==> src/rtl/de_pipe_reg_pkg.sv <==
// Shared D/E pipeline definitions: datapath widths, reset PC, NOP word and Tnew encoding.
// Also imported by the F/D register and the hazard unit.
package de_pipe_reg_pkg;

    localparam int unsigned DW    = 32;
    localparam int unsigned AW    = 5;
    localparam int unsigned TW    = 2;
    localparam int unsigned CNT_W = 16;

    localparam logic [DW-1:0] PC_RESET = 32'h0000_3000;
    localparam logic [DW-1:0] NOP_WORD = 32'h0000_0000;

    typedef logic [DW-1:0]    word_t;
    typedef logic [AW-1:0]    gpr_addr_t;
    typedef logic [TW-1:0]    tnew_t;
    typedef logic [CNT_W-1:0] bubble_cnt_t;

    // Tnew 0 means the result is already available; nothing younger can need it sooner
    localparam tnew_t       TNEW_READY = '0;
    localparam gpr_addr_t   WA_NONE    = '0;
    localparam bubble_cnt_t CNT_MAX    = '1;

    // Decrement of Tnew when the instruction advances one stage; floors at TNEW_READY
    function automatic tnew_t tnew_sat_dec(input tnew_t t);
        return (t == TNEW_READY) ? TNEW_READY : tnew_t'(t - TW'(1));
    endfunction

endpackage

==> src/rtl/de_pipe_reg_if.sv <==
// D->E stage bus: D-stage payload and control in, registered E-stage payload out.
interface de_pipe_reg_if import de_pipe_reg_pkg::*; ();

    logic        stall;
    logic        flush;

    word_t       D_pc;
    word_t       D_instr;
    word_t       D_rs_data;
    word_t       D_rt_data;
    word_t       D_imm32;
    gpr_addr_t   D_wa;
    tnew_t       D_tnew;

    word_t       E_pc;
    word_t       E_instr;
    word_t       E_rs_data;
    word_t       E_rt_data;
    word_t       E_imm32;
    gpr_addr_t   E_wa;
    tnew_t       E_tnew;
    logic        E_valid;
    bubble_cnt_t bubble_cnt;

    // Decode side / hazard unit drives the D payload and controls
    modport master (
        output stall, flush,
        output D_pc, D_instr, D_rs_data, D_rt_data, D_imm32, D_wa, D_tnew,
        input  E_pc, E_instr, E_rs_data, E_rt_data, E_imm32, E_wa, E_tnew, E_valid,
        input  bubble_cnt
    );

    // The pipeline register itself
    modport slave (
        input  stall, flush,
        input  D_pc, D_instr, D_rs_data, D_rt_data, D_imm32, D_wa, D_tnew,
        output E_pc, E_instr, E_rs_data, E_rt_data, E_imm32, E_wa, E_tnew, E_valid,
        output bubble_cnt
    );

endinterface

==> src/rtl/de_pipe_reg_pipe_field.sv <==
// One pipeline-register field: async reset value, clear-to-value has priority over load.
module de_pipe_reg_pipe_field #(
    parameter int unsigned    W       = 32,
    parameter logic [W-1:0]   RST_VAL = '0,
    parameter logic [W-1:0]   CLR_VAL = '0
) (
    input  logic         clk,
    input  logic         reset,
    input  logic         ld_i,
    input  logic         clr_i,
    input  logic [W-1:0] d_i,
    output logic [W-1:0] q_o
);

    logic [W-1:0] field_q;
    logic [W-1:0] field_d;

    always_comb begin
        field_d = field_q;
        if (clr_i) begin
            field_d = CLR_VAL;
        end else if (ld_i) begin
            field_d = d_i;
        end
    end

    always_ff @(posedge clk or posedge reset) begin
        if (reset) begin
            field_q <= RST_VAL;
        end else begin
            field_q <= field_d;
        end
    end

    assign q_o = field_q;

endmodule

==> src/rtl/de_pipe_reg.sv <==
// D->E pipeline register: loads the decoded instruction into E, or inserts a bubble on
// stall/flush, and keeps a saturating count of inserted bubbles.
module de_pipe_reg import de_pipe_reg_pkg::*; (
    input  logic          clk,
    input  logic          reset,
    de_pipe_reg_if.slave  de_if
);

    logic        bubble_c;
    logic        load_c;
    logic        pc_ld_c;
    tnew_t       tnew_dec_c;
    bubble_cnt_t bubble_cnt_q;
    bubble_cnt_t bubble_cnt_d;

    // Flush wins over stall; a stalled slot still carries D's PC for traceability
    assign bubble_c   = de_if.stall | de_if.flush;
    assign load_c     = ~bubble_c;
    assign pc_ld_c    = ~de_if.flush;
    assign tnew_dec_c = tnew_sat_dec(de_if.D_tnew);

    de_pipe_reg_pipe_field #(.W(DW), .RST_VAL(PC_RESET), .CLR_VAL(PC_RESET)) u_pc (
        .clk   (clk),
        .reset (reset),
        .ld_i  (pc_ld_c),
        .clr_i (de_if.flush),
        .d_i   (de_if.D_pc),
        .q_o   (de_if.E_pc)
    );

    de_pipe_reg_pipe_field #(.W(DW), .RST_VAL(NOP_WORD), .CLR_VAL(NOP_WORD)) u_instr (
        .clk   (clk),
        .reset (reset),
        .ld_i  (load_c),
        .clr_i (bubble_c),
        .d_i   (de_if.D_instr),
        .q_o   (de_if.E_instr)
    );

    de_pipe_reg_pipe_field #(.W(DW), .RST_VAL('0), .CLR_VAL('0)) u_rs (
        .clk   (clk),
        .reset (reset),
        .ld_i  (load_c),
        .clr_i (bubble_c),
        .d_i   (de_if.D_rs_data),
        .q_o   (de_if.E_rs_data)
    );

    de_pipe_reg_pipe_field #(.W(DW), .RST_VAL('0), .CLR_VAL('0)) u_rt (
        .clk   (clk),
        .reset (reset),
        .ld_i  (load_c),
        .clr_i (bubble_c),
        .d_i   (de_if.D_rt_data),
        .q_o   (de_if.E_rt_data)
    );

    de_pipe_reg_pipe_field #(.W(DW), .RST_VAL('0), .CLR_VAL('0)) u_imm (
        .clk   (clk),
        .reset (reset),
        .ld_i  (load_c),
        .clr_i (bubble_c),
        .d_i   (de_if.D_imm32),
        .q_o   (de_if.E_imm32)
    );

    de_pipe_reg_pipe_field #(.W(AW), .RST_VAL(WA_NONE), .CLR_VAL(WA_NONE)) u_wa (
        .clk   (clk),
        .reset (reset),
        .ld_i  (load_c),
        .clr_i (bubble_c),
        .d_i   (de_if.D_wa),
        .q_o   (de_if.E_wa)
    );

    de_pipe_reg_pipe_field #(.W(TW), .RST_VAL(TNEW_READY), .CLR_VAL(TNEW_READY)) u_tnew (
        .clk   (clk),
        .reset (reset),
        .ld_i  (load_c),
        .clr_i (bubble_c),
        .d_i   (tnew_dec_c),
        .q_o   (de_if.E_tnew)
    );

    de_pipe_reg_pipe_field #(.W(1), .RST_VAL(1'b0), .CLR_VAL(1'b0)) u_valid (
        .clk   (clk),
        .reset (reset),
        .ld_i  (load_c),
        .clr_i (bubble_c),
        .d_i   (1'b1),
        .q_o   (de_if.E_valid)
    );

    // Perf-debug bubble counter, sticks at all-ones
    always_comb begin
        bubble_cnt_d = bubble_cnt_q;
        if (bubble_c && (bubble_cnt_q != CNT_MAX)) begin
            bubble_cnt_d = bubble_cnt_q + CNT_W'(1);
        end
    end

    always_ff @(posedge clk or posedge reset) begin
        if (reset) begin
            bubble_cnt_q <= '0;
        end else begin
            bubble_cnt_q <= bubble_cnt_d;
        end
    end

    assign de_if.bubble_cnt = bubble_cnt_q;

endmodule

==> src/flat_wrapper.sv <==
// flat-port wrapper written by rule: the top's interface ports become plain ports
module de_pipe_reg_flat import de_pipe_reg_pkg::*;
  (clk, reset, de_if_stall, de_if_flush, de_if_D_pc, de_if_D_instr, de_if_D_rs_data, de_if_D_rt_data, de_if_D_imm32, de_if_D_wa, de_if_D_tnew, de_if_E_pc, de_if_E_instr, de_if_E_rs_data, de_if_E_rt_data, de_if_E_imm32, de_if_E_wa, de_if_E_tnew, de_if_E_valid, de_if_bubble_cnt);
  de_pipe_reg_if de_if_i ();
  input  logic clk;
  input  logic reset;
  input wire logic [$bits(de_if_i.stall)-1:0] de_if_stall;
  input wire logic [$bits(de_if_i.flush)-1:0] de_if_flush;
  input wire logic [$bits(de_if_i.D_pc)-1:0] de_if_D_pc;
  input wire logic [$bits(de_if_i.D_instr)-1:0] de_if_D_instr;
  input wire logic [$bits(de_if_i.D_rs_data)-1:0] de_if_D_rs_data;
  input wire logic [$bits(de_if_i.D_rt_data)-1:0] de_if_D_rt_data;
  input wire logic [$bits(de_if_i.D_imm32)-1:0] de_if_D_imm32;
  input wire logic [$bits(de_if_i.D_wa)-1:0] de_if_D_wa;
  input wire logic [$bits(de_if_i.D_tnew)-1:0] de_if_D_tnew;
  output wire logic [$bits(de_if_i.E_pc)-1:0] de_if_E_pc;
  output wire logic [$bits(de_if_i.E_instr)-1:0] de_if_E_instr;
  output wire logic [$bits(de_if_i.E_rs_data)-1:0] de_if_E_rs_data;
  output wire logic [$bits(de_if_i.E_rt_data)-1:0] de_if_E_rt_data;
  output wire logic [$bits(de_if_i.E_imm32)-1:0] de_if_E_imm32;
  output wire logic [$bits(de_if_i.E_wa)-1:0] de_if_E_wa;
  output wire logic [$bits(de_if_i.E_tnew)-1:0] de_if_E_tnew;
  output wire logic [$bits(de_if_i.E_valid)-1:0] de_if_E_valid;
  output wire logic [$bits(de_if_i.bubble_cnt)-1:0] de_if_bubble_cnt;
  assign de_if_i.stall = de_if_stall;
  assign de_if_i.flush = de_if_flush;
  assign de_if_i.D_pc = de_if_D_pc;
  assign de_if_i.D_instr = de_if_D_instr;
  assign de_if_i.D_rs_data = de_if_D_rs_data;
  assign de_if_i.D_rt_data = de_if_D_rt_data;
  assign de_if_i.D_imm32 = de_if_D_imm32;
  assign de_if_i.D_wa = de_if_D_wa;
  assign de_if_i.D_tnew = de_if_D_tnew;
  assign de_if_E_pc = de_if_i.E_pc;
  assign de_if_E_instr = de_if_i.E_instr;
  assign de_if_E_rs_data = de_if_i.E_rs_data;
  assign de_if_E_rt_data = de_if_i.E_rt_data;
  assign de_if_E_imm32 = de_if_i.E_imm32;
  assign de_if_E_wa = de_if_i.E_wa;
  assign de_if_E_tnew = de_if_i.E_tnew;
  assign de_if_E_valid = de_if_i.E_valid;
  assign de_if_bubble_cnt = de_if_i.bubble_cnt;
  de_pipe_reg u_core (.clk(clk), .reset(reset), .de_if(de_if_i));
endmodule
==> config.mk <==
export PLATFORM = sky130hd
export DESIGN_NAME = de_pipe_reg_flat
export DESIGN_NICKNAME = d
export VERILOG_FILES = /design/src/rtl/de_pipe_reg_pkg.sv /design/src/rtl/de_pipe_reg_if.sv /design/src/rtl/de_pipe_reg_pipe_field.sv /design/src/rtl/de_pipe_reg.sv /design/src/flat_wrapper.sv
export SDC_FILE = /design/constraint.sdc
export NUM_CORES = 1
export LEC_CHECK = 0
export BUFFER_PORTS_ARGS = -buffer_cell sky130_fd_sc_hd__buf_2
export CORE_MARGIN = 4
export CORE_UTILIZATION = 28
export DETAILED_ROUTE_END_ITERATION = 10
export MAX_ROUTING_LAYER = met4
export PLACE_DENSITY = 0.58
export SLEW_MARGIN = 30
export SYNTH_ARGS = -nofsm -noshare
export SYNTH_HDL_FRONTEND = slang
export SYNTH_SLANG_ARGS = --single-unit
==> constraint.sdc <==
create_clock -name clk -period 14.4 [get_ports clk]
set_input_delay 0.72 -clock clk [delete_from_list [all_inputs] [get_ports clk]]
set_output_delay 0.72 -clock clk [all_outputs]
set_load 0.02 [all_outputs]
# --- After elaboration in Yosys (flattened, before gate mapping) ---
# Cells that the tools add are included.
totals:
  register_bits: 184
  output_inout_bits: 184
op_classes:
  add_sub_neg: 2
  eq_ne: 1
  muxes: 9
  bitwise_logic: 1
  reduce_logical: 2
ops:
  columns: ["op", "n"]
  rows:
  - ["32-bit 2-to-1 mux", 5]
  - ["16-bit by 1-bit adder with 16-bit output, second input constant", 1]
  - ["16-bit inequality test, second input constant", 1]
  - ["5-bit 2-to-1 mux", 1]
  - ["2-bit 2-to-1 mux", 2]
  - ["2-bit logical NOT", 1]
  - ["2-bit by 1-bit subtractor with 2-bit output, second input constant", 1]
  - ["1-bit logical AND", 1]
  - ["1-bit 2-to-1 mux", 1]
  - ["1-bit OR", 1]

# --- Longest topological paths before layout ---
depth:
  depth_word: 3
  depth_mapped: 5

# --- Hierarchy ---
# Synthesis repeated with hierarchy kept, for this count alone.
hier_totals:
  cells_unflattened: 630
  area_unflattened_um2: 7847.5
by_module_without_submodules:
  columns: ["mod", "n_inst", "cells_per_inst", "area_each_um2"]
  rows:
  - ["de_pipe_reg_pipe_field (u_core.u_imm ...)", 4, 104, 1327.5]
  - ["de_pipe_reg_pipe_field (u_core.u_pc)", 1, 104, 1332.5]
  - ["de_pipe_reg", 1, 82, 872.1]
  - ["de_pipe_reg_pipe_field (u_core.u_wa)", 1, 17, 209.0]
  - ["de_pipe_reg_pipe_field (u_core.u_tnew)", 1, 7, 81.3]
  - ["de_pipe_reg_pipe_field (u_core.u_valid)", 1, 4, 42.5]

# --- Least setup slack after synthesis ---
# Ideal clock, no wire load.
synth_path:
  kind: "in2reg"
  from: "input de_if_flush"
  to: "register u_core.u_imm.field_q[0] (netlist: u_core.u_imm.q_o[0])"
  setup_time_ps: 66
  arrival_ps: 1672
  setup_slack_ps: 12662
  path_stages: 5
  n_path_buf: 2
  cell_sequence: "or2_2 -> inv_1 -> buf_2 -> clkbuf_1 -> and2_1"
synth_between:
  elab_chain_cells: 2
synth_lines:
  columns: ["item", "line", "rtl"]
  rows:
  - ["start: declaration", "flat_wrapper.sv:8", "input wire logic [$bits(de_if_i.flush)-1:0] de_if_flush;"]
  - ["1-bit OR", "de_pipe_reg.sv:17", "assign bubble_c = de_if.stall | de_if.flush;"]
  - ["32-bit 2-to-1 mux", "de_pipe_reg_pipe_field.sv:20", "if (clr_i) begin"]
  - ["net u_core.u_imm.field_d[0]", "de_pipe_reg_pipe_field.sv:16", "logic [W-1:0] field_d;"]
  - ["end signal: assignment", "de_pipe_reg_pipe_field.sv:31", "field_q <= field_d;"]
  - ["end: declaration", "de_pipe_reg_pipe_field.sv:15", "logic [W-1:0] field_q;"]
# The timed path passes the listed nets, and every way through them passes these cells.
# A chain may end at the register's enable or synchronous reset.

# --- Worst setup path after layout ---
layout_path:
  from: "input de_if_flush"
  to: "register u_core.bubble_cnt_q[3] (netlist: u_core.de_if.bubble_cnt[3])"
layout_between:
  elab_chain_cells: 2
layout_lines:
  columns: ["item", "line", "rtl"]
  rows:
  - ["1-bit OR", "de_pipe_reg.sv:17", null]
  - ["1-bit logical AND", "de_pipe_reg.sv:97", "if (bubble_c && (bubble_cnt_q != CNT_MAX)) begin"]
  - ["end signal: assignment", "de_pipe_reg.sv:106", "bubble_cnt_q <= bubble_cnt_d;"]
  - ["end: declaration", "de_pipe_reg.sv:13", "bubble_cnt_t bubble_cnt_q;"]
# Every way passes these cells.

==> metrics.md <==
| Metric | Value |
|---|---|
| Cell taking the most area after synthesis | dfrtp_1 |
| Initial antenna violation count | 2 |
| Mux contribution to synthesized area | 0.245% |
| Mapped Avg Cell Area | 14.4 µm² |
| WL per Instance | 15.9 µm |
| Area occupied by multi-input gates | 1450 µm² |
| Die X | 156 µm |
| Post-Syn Instances | 426 |
| CP startpoint | de_if_flush |
| Clk slew on worst S/H paths | 70 ps |
| Worst R2R Path Depth | 4 |
| Adder-cell area share of the yosys netlist | 0.204% |
| Ys async rst share | 100% |
| Layout Skew | 10.6 ps |
| Critical path capture point | u_core.de_if.bubble_cnt[3]$_DFFE_PP0P_ |
| Vias | 4,317 |
| Final setup margin | 11,740 ps |
| Post-synth top flop | dfrtp_1 |
| Initial drt markers | 174 |
| Final slew viol count | 0 |
| Sequential cell area | 4610 µm² |
| FF+latch count, synth | 184 |
| Maximum clock path buffer count | 2 |
| Period Utilization, post-route | 18.4% |
| Ports | 355 |
| Filler cells | 2,070 |
| FF-to-FF End | u_core.de_if.bubble_cnt[1]$_DFFE_PP0P_ |
| Postcts setup bufs | 0 |
| Post-synth cell types | 27 |
| Final setup violation count | 0 |
| Net count reported at finish | 955 |
| # DRC | 0 |
| Power per cell area | 135 nW/µm² |
| Fin. Hold Viols | 0 |
| Final ANT Viol Nets | 0 |
| Rows | 53 |
| Later-pin clock latency in the skew report | 420 ps |
| Die area | 24,300 µm² |
| Final wirelength | 17.1 mm |
| Crit path time final | 2660 ps |
| TritonCTS clock tree | yes |
| Commonest non-fill, non-tap cell in the layout | buf_2 |
| FF-to-FF Start | u_core.de_if.bubble_cnt[3]$_DFFE_PP0P_ |
| R2R Setup Slk | 12,590 ps |
| Via/cell ratio | 4.02 |
| Number of clock sinks | 184 |
| EDFF count, synth | 0 |
| Setup TNS Final | 0 ps |
| Post-route design area | 8790 µm² |
| CP Launch Type | input port |
| CTS Buf Count | 17 |
| Synth Area in XOR/XNOR | 2.00% |
| Die Y | 156 µm |
| IO Port Bufs | 354 |
| Setup WS pre-CTS | 11,260 ps |
| Setup crit end kind | flip-flop |
| Leakage | 0.00496 µW |
| Worst EP arrival | 2990 ps |
| FMAX | 377 MHz |
| GPL Wtd Cong | 0.781 |
| Critical path class | in -> reg |
| Max cap viols | 0 |
| Data required, critical path | 14,740 ps |
| Peak VDD IR | 0.0706 mV |
| Layout cells sized above 1 | 49.9% |
| Synth Area in Compound Gates | 0.367% |
| Post-Synth Simple-Gate Area | 20.8% |
| Worst-margin pin slew | 829 ps |
| Initial cell density of the core | 28.8% |
| Core area | 21,300 µm² |
| Total Power | 1180 µW |
| H-tree depth | 4 |
| First-pass GRT wire length | 25.7 mm |
| Most frequent cells in the layout | buf_2, dfrtp_1, and2_1, nor2b_1, clkbuf_16 |
| Synth warnings | 0 |
| 1st-pass router iterations | 4 |
| Largest family of logic cells by synthesized area | simple AND/OR/NAND/NOR gates |
| Mapped cell area | 6130 µm² |
| Yosys top cell area share | 74.2% |
| Worst-path maximum fanout | 86 |
| Layout area overhead | 43.3% |
| Vias in the first global route | 4,505 |
| Synth top area cells | dfrtp_1, and2_1, nor2b_1 |
| Post-synthesis sequential area ratio | 75.1% |
| Placed standard-cell area | 8200 µm² |
| Pin count of the biggest net entering global routing | 120 |
| RSZ-0062 raised after global routing | false |
| # resized after CTS | 0 |
| Total grt overflow | 0 |
| HPWL after DPL | 12.7 mm |
| GRT Util Overall | 14.2% |
| Cts hold-fix bufs | 0 |
| Clk root buf | clkbuf_16 |
| Mapped Nets | 598 |
| Slew margin rel. | 44.8% |
| Status | finished, final reports clean |
| Min-delay worst type | in -> async |
==> flip-flops by register name, indices dropped and copies added, names as in the netlist <==
| name | flops |
|---|---|
| u_core.u_rt.q_o | 32 |
| u_core.u_pc.q_o | 32 |
| u_core.u_instr.q_o | 32 |
| u_core.de_if.bubble_cnt | 16 |
| u_core.u_tnew.q_o | 2 |
| u_core.u_valid.q_o | 1 |
| u_core.u_imm.q_o | 32 |
| u_core.u_wa.q_o | 5 |
| u_core.u_rs.q_o | 32 |
==> logic make-up after synthesis <==
| kind of cell | after synthesis |
|---|---|
| flip-flops | 184 |
| multiplexers | 1 |
| adder cells (fa/ha/maj) | 1 |
| XOR/XNOR | 14 |
| AND/OR/NAND/NOR | 202 |
| AO/OA/AOI/OAI | 3 |
| buffers and inverters | 21 |
==> report_power, final <==
part	internal (µW)	switching, µW
sequential	547	22.7
clock	259	202
combinational	61.1	92.1
total	867	317
==> metrics by stage <==
| stage | hold WS, ps | util, % | instances |
|---|---|---|---|
| floorplan | 607 | - | 426 |
| finish | 448 | 41.3 | 1073 |
| global route | 440 | 41.3 | 1073 |
| CTS | 435 | 41.3 | 1071 |
| detailed placement | 497 | 38.5 | 1039 |
| global placement | 503 | 38.5 | 1039 |
==> layout make-up <==
type	count	share of cell area [%]
diodes	2	0.0569
clock buffers	20	4.97
clock inverters	12	1.61
inverters	3	0.228
multi-input cells	221	16.5
flip-flops and latches	184	52.4
well taps	275	3.91
repair buffers	356	20.4
==> worst min path at each step <==
stage / end / slack [ps]
after floorplan: u_core.de_if.bubble_cnt[9]$_DFFE_PP0P_ / 610
after global placement: u_core.de_if.bubble_cnt[9]$_DFFE_PP0P_ / 500
after detailed placement: u_core.de_if.bubble_cnt[9]$_DFFE_PP0P_ / 500
after CTS: u_core.u_tnew.q_o[0]$_DFF_PP0_ / 440
after global routing: u_core.u_tnew.q_o[0]$_DFF_PP0_ / 440
final: u_core.u_pc.q_o[30]$_DFF_PP0_ / 450
==> synthesized netlist by cell type (all sizes together) (2+ instances only) <==
cell type,instances
dfrtp,182
and2,134
nor2b,30
clkbuf,16
xor2,9
nand3,8
nand2,5
nand4,5
xnor2,5
nor3,4
inv,3
nor2,3
nor4,3
or2,3
a31oi,2
and3,2
and4,2
buf,2
dfstp,2
nor3b,2
==> per-layer routing <==
metal | routed length (µm) | track usage [%] | vias up
li1 | - | - | 2047
met4 | 308 | 5.04 | 0
met2 | 8890 | 23.3 | 173
met3 | 1130 | 3.83 | 19
met1 | 6740 | 16.9 | 2078
met5 | 0 | - | -
==> critical path: stages <==
cell,delay (ps)
buf_2,480
or2_2,270
clkinv_2,440
buf_4,530
nor3_1,320
xor2_1,170
Power figures use the tool's default switching activity.
